### src/rtl/noise_gate_pkg.sv
// -----------------------------------------------------------------------------
// noise_gate_pkg
//   Shared types and constants for the noise gate block.
//   - gate_state_e : gate state machine encoding
//   - GAIN_W       : width of the gain word (unsigned, UNITY_GAIN = 1.0)
//   - COUNT_W      : width of the hold counter
//   - UNITY_GAIN   : gain value that passes the sample through unchanged
//   - gain_add_sat / gain_sub_sat : step the gain without leaving 0..UNITY_GAIN
// -----------------------------------------------------------------------------
package noise_gate_pkg;

    localparam int unsigned GAIN_W  = 16;
    localparam int unsigned COUNT_W = 16;

    localparam logic [GAIN_W-1:0] UNITY_GAIN = 16'h8000;
    localparam logic [GAIN_W-1:0] ZERO_GAIN  = 16'h0000;

    typedef enum logic [2:0] {
        ST_CLOSED,
        ST_ATTACK,
        ST_OPEN,
        ST_HOLD,
        ST_RELEASE
    } gate_state_e;

    // The sum is formed one bit wider than the gain so that a large step
    // near unity cannot wrap before it is clamped.
    function automatic logic [GAIN_W-1:0] gain_add_sat(
        input logic [GAIN_W-1:0] gain,
        input logic [GAIN_W-1:0] step
    );
        logic [GAIN_W:0] sum;
        sum = {1'b0, gain} + {1'b0, step};
        if (sum > {1'b0, UNITY_GAIN}) begin
            return UNITY_GAIN;
        end
        return sum[GAIN_W-1:0];
    endfunction

    // The wide difference goes negative (top bit set) exactly when the step
    // is larger than the remaining gain; that case floors at zero.
    function automatic logic [GAIN_W-1:0] gain_sub_sat(
        input logic [GAIN_W-1:0] gain,
        input logic [GAIN_W-1:0] step
    );
        logic [GAIN_W:0] diff;
        diff = {1'b0, gain} - {1'b0, step};
        if (diff[GAIN_W]) begin
            return ZERO_GAIN;
        end
        return diff[GAIN_W-1:0];
    endfunction

endpackage

### src/rtl/gate_gain_mul.sv
// -----------------------------------------------------------------------------
// gate_gain_mul
//   Combinational gain stage: y = (x * gain) >>> 15, where x is signed Q1.15
//   and gain is unsigned with 16'h8000 = unity. The gain is zero-extended to
//   17 bits so it multiplies as a positive number, the 33-bit product is
//   shifted arithmetically and truncated back to 16 bits.
//
//   Ports
//     x    : in  signed Q1.15 sample
//     gain : in  unsigned gain, 16'h8000 = unity
//     y    : out signed Q1.15 scaled sample
// -----------------------------------------------------------------------------
module gate_gain_mul
    import noise_gate_pkg::*;
(
    input  logic signed [15:0]       x,
    input  logic        [GAIN_W-1:0] gain,
    output logic signed [15:0]       y
);

    logic signed [32:0] product;
    logic signed [32:0] shifted;

    always_comb begin
        product = $signed(x) * $signed({1'b0, gain});
        shifted = product >>> 15;
        // -1.0 * unity lands on -1.0 exactly, so truncation never overflows
        // for gains within 0..UNITY_GAIN.
        y       = 16'(shifted);
    end

endmodule

### src/rtl/noise_gate.sv
// -----------------------------------------------------------------------------
// noise_gate
//   Level-driven audio noise gate. An upstream RMS meter supplies a level for
//   every sample; the gate opens (ramping the gain up) when the level reaches
//   thr_open, holds for HOLD_SAMPLES once it falls below the close threshold,
//   then ramps the gain down to silence. The gain ramp gives click-free
//   transitions; the two thresholds give hysteresis.
//
//   All state advances only on samples (x_valid=1); idle cycles change
//   nothing but y_valid. The output sample uses the gain in force before the
//   same-edge update, with one cycle of latency.
//
//   Ports
//     clk       : in  clock, rising edge
//     rst       : in  synchronous active-high reset
//     x_in      : in  signed Q1.15 audio sample
//     x_valid   : in  qualifies x_in and rms_in
//     rms_in    : in  unsigned level, same scale as the thresholds
//     thr_open  : in  open threshold (level >= thr_open opens)
//     thr_close : in  close threshold (level < min(thr_close, thr_open) closes)
//     y_out     : out signed Q1.15 gated sample, held between valid pulses
//     y_valid   : out one-cycle pulse the cycle after each x_valid
//     gate_open : out high in every state except CLOSED
//     gain_out  : out current gain, 16'h8000 = unity
// -----------------------------------------------------------------------------
module noise_gate
    import noise_gate_pkg::*;
#(
    parameter int unsigned       HOLD_SAMPLES = 4800,
    parameter logic [GAIN_W-1:0] ATTACK_STEP  = 16'd64,
    parameter logic [GAIN_W-1:0] RELEASE_STEP = 16'd8
) (
    input  logic                     clk,
    input  logic                     rst,
    input  logic signed [15:0]       x_in,
    input  logic                     x_valid,
    input  logic        [15:0]       rms_in,
    input  logic        [15:0]       thr_open,
    input  logic        [15:0]       thr_close,
    output logic signed [15:0]       y_out,
    output logic                     y_valid,
    output logic                     gate_open,
    output logic        [GAIN_W-1:0] gain_out
);

    // Counter runs HOLD_SAMPLES-1 down to 0, so the gate spends exactly
    // HOLD_SAMPLES samples in HOLD before releasing.
    localparam logic [COUNT_W-1:0] HOLD_LOAD = COUNT_W'(HOLD_SAMPLES - 1);

    gate_state_e        state;
    gate_state_e        state_next;
    logic [GAIN_W-1:0]  gain;
    logic [GAIN_W-1:0]  gain_next;
    logic [COUNT_W-1:0] hold_cnt;
    logic [COUNT_W-1:0] hold_next;

    logic [15:0]        thr_close_eff;
    logic               open_cond;
    logic               close_cond;
    logic [GAIN_W-1:0]  gain_up;
    logic [GAIN_W-1:0]  gain_dn;
    logic signed [15:0] y_prod;

    // A close threshold above the open threshold would let the level sit in
    // a band where both conditions are true; clamping it keeps the gate from
    // chattering between OPEN and HOLD.
    assign thr_close_eff = (thr_close < thr_open) ? thr_close : thr_open;
    assign open_cond     = (rms_in >= thr_open);
    assign close_cond    = (rms_in < thr_close_eff);

    assign gain_up = gain_add_sat(gain, ATTACK_STEP);
    assign gain_dn = gain_sub_sat(gain, RELEASE_STEP);

    // Product uses the registered gain, i.e. the value before this sample's
    // update.
    gate_gain_mul u_mul (
        .x    (x_in),
        .gain (gain),
        .y    (y_prod)
    );

    // -------------------------------------------------------------------------
    // Next-state / next-gain logic
    // -------------------------------------------------------------------------
    always_comb begin
        // NOTE: every output of this block is given a default first, so no
        // path through the case leaves a value unassigned and no latch forms.
        state_next = state;
        gain_next  = gain;
        hold_next  = hold_cnt;

        unique case (state)
            ST_CLOSED: begin
                gain_next = ZERO_GAIN;
                if (open_cond) begin
                    // The opening sample already takes the first attack step.
                    gain_next  = gain_up;
                    state_next = (gain_up == UNITY_GAIN) ? ST_OPEN : ST_ATTACK;
                end
            end

            ST_ATTACK: begin
                // Level is deliberately ignored: a started attack always
                // completes, avoiding a gain ramp that reverses mid-way.
                gain_next = gain_up;
                if (gain_up == UNITY_GAIN) begin
                    state_next = ST_OPEN;
                end
            end

            ST_OPEN: begin
                gain_next = UNITY_GAIN;
                if (close_cond) begin
                    state_next = ST_HOLD;
                    hold_next  = HOLD_LOAD;
                end
            end

            ST_HOLD: begin
                if (open_cond) begin
                    state_next = ST_OPEN;
                end else if (hold_cnt == '0) begin
                    state_next = ST_RELEASE;
                end else begin
                    hold_next = hold_cnt - COUNT_W'(1);
                end
            end

            ST_RELEASE: begin
                if (open_cond) begin
                    // Re-attack from the current gain; no decrement this sample.
                    gain_next  = gain_up;
                    state_next = (gain_up == UNITY_GAIN) ? ST_OPEN : ST_ATTACK;
                end else begin
                    gain_next = gain_dn;
                    if (gain_dn == ZERO_GAIN) begin
                        state_next = ST_CLOSED;
                    end
                end
            end

            default: begin
                state_next = ST_CLOSED;
                gain_next  = ZERO_GAIN;
                hold_next  = '0;
            end
        endcase
    end

    // -------------------------------------------------------------------------
    // State, gain, counter and output registers
    // -------------------------------------------------------------------------
    always_ff @(posedge clk) begin
        // NOTE: sequential state uses non-blocking assignments so every
        // register samples the pre-edge values, whatever the statement order.
        if (rst) begin
            state     <= ST_CLOSED;
            gain      <= ZERO_GAIN;
            hold_cnt  <= '0;
            y_out     <= '0;
            y_valid   <= 1'b0;
            gate_open <= 1'b0;
        end else begin
            y_valid <= x_valid;
            if (x_valid) begin
                state     <= state_next;
                gain      <= gain_next;
                hold_cnt  <= hold_next;
                y_out     <= y_prod;
                gate_open <= (state_next != ST_CLOSED);
            end
        end
    end

    assign gain_out = gain;

endmodule

### config.mk
export PLATFORM = sky130hd
export DESIGN_NAME = noise_gate
export DESIGN_NICKNAME = d
export VERILOG_FILES = /design/src/rtl/noise_gate_pkg.sv /design/src/rtl/gate_gain_mul.sv /design/src/rtl/noise_gate.sv
export SDC_FILE = /design/constraint.sdc
export NUM_CORES = 1
export LEC_CHECK = 0
export CAP_MARGIN = 20
export CORE_ASPECT_RATIO = 0.9
export CORE_MARGIN = 2
export CORE_UTILIZATION = 40
export CTS_CLUSTER_SIZE = 10
export DETAILED_ROUTE_END_ITERATION = 10
export GPL_TIMING_DRIVEN = 0
export SETUP_SLACK_MARGIN = 0.3
export SYNTH_ARGS = -nofsm -noshare
export SYNTH_HDL_FRONTEND = slang
export SYNTH_SLANG_ARGS = --single-unit
export TNS_END_PERCENT = 50
### constraint.sdc
create_clock -name clk -period 10.8 [get_ports clk]
set_input_delay 1.62 -clock clk [delete_from_list [all_inputs] [get_ports clk]]
set_output_delay 1.62 -clock clk [all_outputs]
set_load 0.02 [all_outputs]
# After elaboration in Yosys (flattened, before gate mapping)
# Index checks and enable logic that the tools add are counted.
dict set report word_totals {
  register_bits 53
  word_cells 54
}
dict set report classes {
  reduce_logical 7
  magnitude_cmp 4
  n_mul 1
  muxes 23
  n_bitwise 2
  n_eq_ne 8
  n_addsub 3
}
# operator n
set ops {}
lappend ops {{16-bit 2-to-1 mux} 10}
lappend ops {{16-bit case mux with 5 select lines} 1}
lappend ops {{16-bit case mux with 3 select lines} 1}
lappend ops {{16-bit logical NOT} 2}
lappend ops {{16-bit less-than comparator} 2}
lappend ops {{16-bit by 17-bit multiplier with 31-bit output} 1}
lappend ops {{3-bit 2-to-1 mux} 7}
lappend ops {{16-bit by 7-bit adder with 17-bit output (second input constant)} 1}
lappend ops {{17-bit by 16-bit greater-than comparator with 1-bit output (second input constant)} 1}
lappend ops {{16-bit by 4-bit subtractor with 17-bit output (second input constant)} 1}
lappend ops {{16-bit == test (second input constant)} 1}
lappend ops {{16-bit greater-or-equal comparator} 1}
lappend ops {{16-bit by 1-bit subtractor with 16-bit output (second input constant)} 1}
lappend ops {{3-bit case mux with 5 select lines} 1}
lappend ops {{3-bit by 2-bit == test with 1-bit output (second input constant)} 2}
lappend ops {{2-bit != test (second input constant)} 3}
lappend ops {{5-bit AND reduction} 1}
lappend ops {{3-bit by 1-bit == test with 1-bit output (second input constant)} 1}
lappend ops {{3-bit == test (second input constant)} 1}
lappend ops {{3-bit logical NOT} 1}
lappend ops {{3-bit nonzero test} 1}
lappend ops {{3-bit OR reduction} 1}
lappend ops {{1-bit 2-to-1 mux} 2}
lappend ops {{2-bit 2-to-1 mux} 1}
lappend ops {{other kinds (2)} 3}

# Depth between registers and ports, before layout
dict set report depth {
  word_depth 9
  mapped_depth 25
  ltp_nobuf 22
}

# Cells and area by module
# A second synthesis with hierarchy kept.
dict set report hier_totals {
  hier_cells 1551
  hier_area_um2 13072.5
}
# mod cells_per_inst area_per_inst_um2 seq_area_each_um2 n_inst
set by_module_without_submodules {}
lappend by_module_without_submodules {gate_gain_mul 973 8463.1 0.0 1}
lappend by_module_without_submodules {noise_gate 578 4609.4 1061.0 1}

# Worst setup path after synthesis
# No wires, ideal clock.
dict set report synth_path {
  path_type {input port to flip-flop}
  start {input port x_in[14]}
  end {register y_out[15]}
  path_slack_ps 3852
  arrival_ps 6819
  n_path_buf 1
  t_required_ps 10671
  setup_ps 129
  stages 20
  path_cell_list {clkbuf_1 > nand2_1 > fa_1 > inv_1 > fa_1 > inv_1 > fa_1 > fa_1 > inv_1 > fa_1 > ha_1 > ha_1 > and3_1 > o21a_1 > a311o_1 > a211oi_1 > o21ai_0 > a31oi_1 > xnor2_1 > o21ai_0}
}
dict set report synth_via {
  elab_chain_cells 1
}
# item line
set synth_lines {}
lappend synth_lines {{start, declared} noise_gate.sv:35} ;# input logic signed [15:0] x_in,
lappend synth_lines {{16-bit by 17-bit multiplier with 31-bit output} gate_gain_mul.sv:25} ;# product = $signed(x) * $signed({1'b0, gain});
lappend synth_lines {{end signal, assigned} noise_gate.sv:169} ;# y_out <= y_prod;
lappend synth_lines {{end, declared} noise_gate.sv:40} ;# output logic signed [15:0] y_out,
# No other way between the ends.
# A chain may end at the register's enable or synchronous reset.

# Final worst setup path
dict set report layout_path {
  start {input port x_in[7]}
  end {register y_out[11]}
}
# Same word-level chain as after synthesis.

==> metrics.md <==
| Metric | Value |
|---|---|
| Syn Std Cell Area | around 13000 µm² |
| Design Area, Final | around 15000 µm² |
| Hold Path Class | reg2reg |
| RSZ-0062 raised after global routing | false |
| Maximum fanout along the worst path | 10 |
| Worst VDD drop | ~0.11 mV |
| Power Density | around 96 nW/µm² |
| Bufs on Longest Clock Path | 2 |
| Post-synthesis mux area share | between 2 and 2.5% |
| Largest family of logic cells by synthesized area | adder cells |
| Post-synth EDFFs | 0 |
| Ant. Diodes | 0 |
| Core outline area | roughly 32000 µm² |
| Routability congestion estimate | ~0.94 |
| Post-layout nets | just over 2000 |
| DR iter-0 viols | 859 |
| Most frequent cells in the layout | inv_1, fa_1, nand2_1 |
| Top cells by area, synth | fa_1, ha_1, dfxtp_1 |
| Largest area contributor in the netlist | fa_1 |
| Synth Area in Simple Gates | 21.2% |
| TritonCTS Sinks | 53 |
| Sequential cell area | roughly 1100 µm² |
| Netlist cell types | 74 |
| Die extent in y | roughly 170 µm |
| Area Overhead vs Synth | 13.2% |
| Worst Path Required | 10.97 ns |
| Post-DP HPWL | roughly 31 mm |
| Slowest stage delay, CP | a little over 0.7 ns |
| Drt via density | 5.36 |
| DRT Pass-1 Iters | 7 |
| I/O Buffers | 100 |
| Core Rows | 62 |
| # setup viols final | 0 |
| Setup TNS | 0 ns |
| Vias | approximately 11000 |
| Post-CTS Setup Bufs | 0 |
| Top-area cell type share of the netlist area | between 20% and 30% |
| H-tree levels | 2 |
| Main flop type after synthesis | dfxtp_1 |
| Crit share post-route | between 70% and 80% |
| Post-synthesis compound-gate area fraction | a little under an eighth |
| Syn nets | 1955 |
| Gr ovfl total | 0 |
| Leakage | 7.01 nW |
| Yosys reg bits | 53 |
| Worst setup SP type | input pin |
| Post-synthesis xor/xnor area fraction | roughly 1.4% |
| Global-route wire length before repair | approximately 60 mm |
| Fill cell count | roughly 3100 |
| Max-slew violations | 0 |
| Max-cap violations | 0 |
| Worst setup EP type | flop |
| Crit-path most repeated cell | fa_1 |
| Fin crit period | just over 8 ns |
| CTS Root Cell | clkbuf_16 |
| Avg WL per Cell | between 15 and 20 µm |
| Sequential-to-total area share from yosys stat | between 8 and 9% |
| Detail Route Antenna Nets | 0 |
| Multi-input gate area | ~11000 µm² |
| Starting density of the core | 40.5% |
| Avg Synthesized Cell Area | ~8.4 µm² |
| Wirelength, routed | about 38 mm |
| Fmax | 122 MHz |
| Slowest stage cell, crit path | clkdlybuf4s50_1 |
| CTS tree | yes |
| Status | complete, no violations |
| Post-synth ARST share | 0% |
| Io pins | 101 |
| Critical path arrival | 8.39 ns |
| Rel. slew slack | ~34% |
| CTS Hold Bufs | 0 |
| Post-Syn Instances | about 1500 |
| Largest net degree at the start of global routing | 19 |
| Gr usage total | a little under a quarter |
| Share of cells above drive strength 1 | around 2.1% |
| Syn. warnings | 0 |
| Worst skew pair latency | 0.32 ns |
| DIE AREA | roughly 34000 µm² |
| Worst-margin pin slew | approximately 1 ns |
| Number of global-route vias before repair | around 11000 |
| Worst Setup Path Type | in2reg |
| Post-Synth Adder-Cell Area | a little under half |
| Commonest non-fill, non-tap cell in the layout | inv_1 |
| Final total power | between 1 and 1.5 mW |
| Worst-path clk slew | 0.07 ns |
| Die Width | 193 µm |
| Final hold vios | 0 |
| Total CTS buffers | 5 |
| Antenna violations before repair | 0 |
| Clock skew | between 0.01 and 0.015 ns |
| Critical-path cell list | clkdlybuf4s50_1 -> clkbuf_1 -> nand2_1 -> fa_1 -> inv_1 -> fa_1 -> fa_1 -> fa_1 -> fa_1 -> inv_1 -> fa_1 -> inv_1 -> ha_1 -> a21oi_1 -> o21ai_0 -> a311o_1 -> a211oi_1 -> nor2_1 -> a21oi_1 -> xor2_1 -> o22ai_1 |
| Final Worst Setup Slack | between 2 and 3 ns |
| Placed cell area | around 14000 µm² |
| Post-Place Worst Slack | about 2.3 ns |
| Post-route DRC violation count | 0 |
| Post-cts sizing count | 0 |
==> power breakdown <==
part,switching (mW),total (mW),internal (mW)
clock,0.0868,0.199,0.112
sequential,0.0224,0.246,0.224
combinational,0.572,0.957,0.385
total,0.681,1.40,0.720
==> Yosys cell counts (11+ instances only) <==
master,instances
xnor2_1,12
dfxtp_1,53
a21o_1,23
and3_1,11
o21ai_0,33
a21oi_1,46
a211oi_1,17
nor2_1,61
nand4_1,17
nand2b_1,20
and2_1,116
nand2_1,177
nor3_1,30
fa_1,193
mux2i_1,28
inv_1,259
nand3_1,27
ha_1,159
clkbuf_1,74
==> kinds of logic after synthesis <==
group,count (synthesis)
buffers and inverters,340
and+or+nand+nor,528
adders and majority gates,352
AOI/OAI and AO/OA,214
muxes,29
xor gates and xnor gates,20
DFF,53
==> final timing paths <==
check                           start                endpoint  depth (start not counted)  slack (ns)
max                           x_in[7]  y_out[11]$_SDFFE_PP0P_                         21        2.58
min             y_out[7]$_SDFFE_PP0P_   y_out[7]$_SDFFE_PP0P_                          2        0.48
max reg2reg  gain_out[8]$_SDFFE_PP0P_  y_out[11]$_SDFFE_PP0P_                         23        2.91
min reg2reg     y_out[7]$_SDFFE_PP0P_   y_out[7]$_SDFFE_PP0P_                          2        0.48
==> metrics by stage <==
stage | cells | utilization [%] | hold slack [ns]
floorplan | 1536 | - | 0.465
finish | 2060 | 45.9 | 0.478
global placement | 2052 | 45.3 | 0.473
detailed placement | 2052 | 45.3 | 0.450
CTS | 2060 | 45.9 | 0.482
global route | 2060 | 45.9 | 0.513
==> layer usage <==
metal / GRT usage, % / up-vias / wire, µm
met5: 0 / - / 0
met4: 5.65 / 0 / 948
met3: 6.26 / 55 / 3460
met2: 33.9 / 381 / 15800
met1: 35.5 / 5364 / 17900
li1: - / 5250 / -
==> worst max-delay path: cells and delay by family <==
family,cells,cell delay [ns]
XOR/XNOR,1,0.23
AND/OR/NAND/NOR,2,0.31
buffers and inverters,5,1.41
adder cells (fa/ha/maj),7,3.38
AO/OA/AOI/OAI,6,1.41
==> flip-flops by register name, indices dropped and copies added (netlist names) <==
name / flops
gain_out: 16
hold_cnt: 16
y_out: 16
state: 3
gate_open: 1
y_valid: 1
==> layout make-up <==
| class | instances | share of cell area (%) |
|---|---|---|
| clock inverters | 3 | 0.343 |
| flip-flops and latches | 53 | 7.27 |
| plain buffers | 79 | 2.09 |
| multi-input cells | 1143 | 72.3 |
| well taps | 416 | 3.57 |
| clock buffers | 5 | 0.858 |
| repair buffers | 100 | 6.86 |
| inverters | 261 | 6.72 |
Note: power is estimated with default switching activity, not from simulation.
